$ cat config.mk
export PLATFORM = sky130hd
export DESIGN_NAME = io_output_reg
export DESIGN_NICKNAME = d
export VERILOG_FILES = /design/src/rtl/io_output_reg_pkg.sv /design/src/rtl/io_output_mux.sv /design/src/rtl/io_output_reg.sv
export SDC_FILE = /design/constraint.sdc
export NUM_CORES = 1
export LEC_CHECK = 0
export CAP_MARGIN = 20
export CORE_MARGIN = 8
export CORE_UTILIZATION = 49
export DETAILED_ROUTE_END_ITERATION = 8
export HOLD_SLACK_MARGIN = 0.05
export PLACE_DENSITY = 0.83
export SKIP_LAST_GASP = 1
export SLEW_MARGIN = 20
export SYNTH_ARGS = -nofsm -noshare
export SYNTH_HDL_FRONTEND = slang
export SYNTH_SLANG_ARGS = --single-unit
$ cat constraint.sdc
create_clock -name io_clk -period 1.46 [get_ports io_clk]
set_clock_uncertainty 0.05 [all_clocks]
set_input_delay 0.292 -clock io_clk [delete_from_list [all_inputs] [get_ports io_clk]]
set_output_delay 0.292 -clock io_clk [all_outputs]
set_load 0.03 [all_outputs]
$ cat src/rtl/io_output_reg_pkg.sv
// Shared constants and op helper for the memory-mapped output port block.
package io_output_reg_pkg;

  localparam int unsigned IO_NUM_PORTS    = 3;
  localparam logic [5:0]  IO_OUT_BASE_IDX = 6'h20;
  localparam int unsigned IO_OP_LSB       = 8;

  typedef enum logic [1:0] {
    IO_OP_WRITE  = 2'b00,
    IO_OP_SET    = 2'b01,
    IO_OP_CLEAR  = 2'b10,
    IO_OP_TOGGLE = 2'b11
  } io_op_e;

  function automatic logic [31:0] io_apply_op(
    input io_op_e      op,
    input logic [31:0] cur,
    input logic [31:0] din
  );
    logic [31:0] res;
    unique case (op)
      IO_OP_WRITE:  res = din;
      IO_OP_SET:    res = cur | din;
      IO_OP_CLEAR:  res = cur & ~din;
      IO_OP_TOGGLE: res = cur ^ din;
      default:      res = cur;
    endcase
    return res;
  endfunction

endpackage

$ cat src/rtl/io_output_mux.sv
// Readback mux for the three output registers; returns zero on an index miss.
module io_output_mux
  import io_output_reg_pkg::*;
#(
  parameter logic [5:0] BASE_IDX = IO_OUT_BASE_IDX
) (
  input  logic [5:0]  idx,
  input  logic [31:0] port0,
  input  logic [31:0] port1,
  input  logic [31:0] port2,
  output logic [31:0] rdata
);

  always_comb begin
    rdata = '0;
    case (idx)
      BASE_IDX:         rdata = port0;
      BASE_IDX + 6'd1:  rdata = port1;
      BASE_IDX + 6'd2:  rdata = port2;
      default:          rdata = '0;
    endcase
  end

endmodule

$ cat src/rtl/io_output_reg.sv
// Output port registers with write/set/clear/toggle aliases,
// combinational readback and a one-cycle update strobe per port.
module io_output_reg
  import io_output_reg_pkg::*;
#(
  parameter logic [5:0]  BASE_IDX   = IO_OUT_BASE_IDX,
  parameter logic [31:0] RESET_VAL0 = 32'h0,
  parameter logic [31:0] RESET_VAL1 = 32'h0,
  parameter logic [31:0] RESET_VAL2 = 32'h0
) (
  input  logic        io_clk,
  input  logic        reset,
  input  logic [31:0] addr,
  input  logic [31:0] datain,
  input  logic        write_io_enable,
  output logic [31:0] io_read_data,
  output logic [31:0] out_port0,
  output logic [31:0] out_port1,
  output logic [31:0] out_port2,
  output logic [2:0]  out_strobe
);

  logic [5:0]              idx;
  io_op_e                  op;
  logic [31:0]             port_q    [IO_NUM_PORTS];
  logic [31:0]             port_d    [IO_NUM_PORTS];
  logic [31:0]             reset_val [IO_NUM_PORTS];
  logic [IO_NUM_PORTS-1:0] hit;
  logic [IO_NUM_PORTS-1:0] strobe_d;
  logic [IO_NUM_PORTS-1:0] strobe_q;
  logic                    unused_addr;

  assign idx         = addr[7:2];
  assign op          = io_op_e'(addr[IO_OP_LSB +: 2]);
  assign unused_addr = ^{addr[31:10], addr[1:0]};

  assign reset_val[0] = RESET_VAL0;
  assign reset_val[1] = RESET_VAL1;
  assign reset_val[2] = RESET_VAL2;

  always_comb begin
    hit      = '0;
    strobe_d = '0;
    for (int n = 0; n < IO_NUM_PORTS; n++) begin
      port_d[n]   = port_q[n];
      hit[n]      = (idx == BASE_IDX + 6'(n));
      strobe_d[n] = write_io_enable & hit[n];
      if (strobe_d[n])
        port_d[n] = io_apply_op(op, port_q[n], datain);
    end
  end

  // Reset wins over a same-cycle write, so no strobe either.
  always_ff @(posedge io_clk) begin
    if (reset) begin
      for (int n = 0; n < IO_NUM_PORTS; n++)
        port_q[n] <= reset_val[n];
      strobe_q <= '0;
    end else begin
      for (int n = 0; n < IO_NUM_PORTS; n++)
        port_q[n] <= port_d[n];
      strobe_q <= strobe_d;
    end
  end

  io_output_mux #(
    .BASE_IDX (BASE_IDX)
  ) u_mux (
    .idx   (idx),
    .port0 (port_q[0]),
    .port1 (port_q[1]),
    .port2 (port_q[2]),
    .rdata (io_read_data)
  );

  assign out_port0  = port_q[0];
  assign out_port1  = port_q[1];
  assign out_port2  = port_q[2];
  assign out_strobe = strobe_q;

endmodule

==> flow_summary.json <==
{
  "placement.io_buffers": 173,
  "ctsRootBufferMaster": "clkbuf_16",
  "cts_buffer_depth": 2,
  "drive_above_1_share": 0.363,
  "min_period_ps": 1870,
  "pwr-share-seq": 0.378,
  "synth_top_flop_cell": "dfxtp_1",
  "worstPathCellList": "buf_6 > or4b_4 > buf_8 > buf_16 > nor2_4 > buf_6",
  "clkTransAtPathRegs_ps": 70,
  "final_common_cell": "buf_4",
  "worst_pin_slew_ps": 425,
  "dp_hpwl_um": 22800,
  "synth_seq_cells": 99,
  "cts_made_buffers": 9,
  "dieWidth_um": 161,
  "max_freq_mhz": 533,
  "viasPerCell": 6.03,
  "leakagePower_nw": 6.16,
  "rr_worst_depth": 5,
  "clkPwrFrac": 0.347,
  "startpoint": "addr[4]",
  "overflow": 0,
  "grt_pass1_vias": 10200,
  "yosysSeqAreaShare": 0.193,
  "avgSynthCellArea_um2": 8.88,
  "syn-cell-area_um2": 10300,
  "r2r-start": "port_q[0][91]",
  "rr_endpoint": "port_q[0][91]",
  "antenna_found_initial": 1,
  "vias": 10300,
  "required_ps": 1120,
  "syn_nets": 1416,
  "design_area_um2": 14600,
  "worst_slew_margin_rel": 0.717,
  "rsz0062_at_grt": "true",
  "power_density_nw_per_um2": 497,
  "fp.dieH_um": 161,
  "max_stage_delay_ps": 580,
  "r2r_setup_slack_ps": 20,
  "async_flop_share": 0,
  "wl_per_cell_um": 20.4,
  "routed_wl_um": 34900,
  "crit_type": "in2out",
  "coreArea_um2": 20800,
  "insertedDiodeCount": 0,
  "violations": "negative setup slack",
  "final_cell_mix": "212 x buf_4, 192 x ha_1, 99 x inv_1",
  "hold_buffers": 0,
  "final.period_utilization": 1.28,
  "die_area_um2": 25900,
  "drt_drc_violations_left": 0,
  "cts_sinks": 99,
  "detail_route.iter0.violations": 775,
  "irDropWorstVdd_v": 0.000539,
  "io_pins": 198,
  "hold_violations": 0,
  "sw_frac_of_total": 0.311,
  "cp_max_fo": 8,
  "synth_warnings": 0,
  "cts_tree": "done",
  "synth_cell_type_count": 27,
  "clk_latency_ps": 360,
  "critPathCapture": "io_read_data[10]",
  "pwr-share-comb": 0.276,
  "outcome": "complete, but fails checks",
  "fin_ws_ps": -415,
  "drt-pass1-iter-count": 6,
  "start_kind": "input pin",
  "p_int_w": 0.00500,
  "cp_data_arrival_time_ps": 1530,
  "slew_violations": 0,
  "syn2layout_area_growth_pct": 42.1,
  "power_switching_w": 0.00226,
  "hold_ws_ps": 158,
  "grt_pass1_wl_um": 53100,
  "place.gp.congestion": 0.819,
  "grt_max_degree": 60,
  "drtAntennaViolNets": 0,
  "h-tree-depth": 3,
  "netlist_instances": 1157,
  "fin_nets": 1686,
  "setup_viol": 65,
  "start_util": 0.493,
  "end_kind": "output pin",
  "drv_cap": 0,
  "num_rows": 53,
  "synth_edf_count": 0,
  "hp-class": "in2reg",
  "crit_top_cell": "buf_6",
  "grtUsageTotal": 0.246,
  "cpMaxStageDelayCell": "or4b_4",
  "placed_area_um2": 13700
}
layout make-up:
class | count | area [um^2]
inverters | 128 | 480
multi-input cells | 813 | 7610
well taps | 275 | 344
clock inverters | 4 | 51.3
flip-flops and latches | 99 | 2010
clock buffers | 11 | 243
repair buffers | 376 | 3860
fillers | 1500 | 6230
layer usage:
metal  vias to the layer above  GRT usage  wire length (um)
met1                      5022      0.294             14500
met2                       418      0.432             17200
met4                         2     0.0821               754
li1                       4784          -                 -
met5                         -          0                13
met3                        63     0.0471              2460
synthesized netlist by cell type (8+ instances only):
master / number / share of area
clkbuf_1: 52 / 0.019
nand2b_1: 96 / 0.058
a21oi_1: 96 / 0.047
buf_4: 8 / 0.0058
ha_1: 192 / 0.23
dfxtp_1: 99 / 0.19
o211ai_1: 96 / 0.070
a2bb2oi_1: 32 / 0.027
nor2_1: 64 / 0.023
a311oi_1: 36 / 0.031
inv_1: 128 / 0.047
a311oi_2: 60 / 0.088
buf_2: 40 / 0.019
buf_6: 11 / 0.012
a211o_1: 96 / 0.082
mux2i_1: 32 / 0.031
power by group through the flow:
stage	Clock, W	Sequential, W	Combinational [W]
6_report	0.00252	0.00274	0.00200
5_1_grt	0.00264	0.00275	0.00215
4_1_cts	0.00253	0.00274	0.00188
3_5_place_dp	0	0.00280	0.00184
3_3_place_gp	0	0.00280	0.00177
2_1_floorplan	0	0.00284	0.00108
critical path, delay by kind of cell:
family,cells,cell delay (ps)
simple gates,2,670
buf+inv,4,560
worst min-delay path by stage:
stage,start,to,cells after the start
2_1_floorplan,write_io_enable,out_strobe[0],2
3_3_place_gp,port_q[0][12],port_q[0][12],2
3_5_place_dp,port_q[0][32],port_q[0][32],2
4_1_cts,reset,port_q[0][61],2
5_1_grt,reset,port_q[0][61],2
6_report,reset,port_q[0][61],2
repair_timing:
item / 4_1_cts / 5_1_grt
pin swaps: 7 / 28
gates resized for setup: 142 / 115
cloned: 3 / 7
setup buffers: 3 / 3
endpoints found under the setup margin: 163 / 132
flip-flops by register name, summed over array words and instances (netlist names):
signal,count
out_strobe,3
port_q,96
through the flow:
step / power, W / utilization / std cells / setup TNS, ps / setup slack (ps)
after floorplan: 0.00392 / - / 1157 / -7540 / -241
after global placement: 0.00457 / 0.657 / 1679 / -79400 / -667
after detailed placement: 0.00465 / 0.657 / 1679 / -86160 / -719
after CTS: 0.00715 / 0.683 / 1700 / -12420 / -436
after global routing: 0.00754 / 0.701 / 1706 / -16060 / -432
final: 0.00726 / 0.701 / 1706 / -14220 / -415
cell families after synthesis:
family,count (synthesis),share of synthesized area
AOI/OAI and AO/OA,416,0.344
and+or+nand+nor,173,0.0922
adders and majority gates,192,0.234
muxes,32,0.0312
DFF,99,0.193
buffers and inverters,245,0.105
Note: power is estimated with default switching activity, not from simulation.
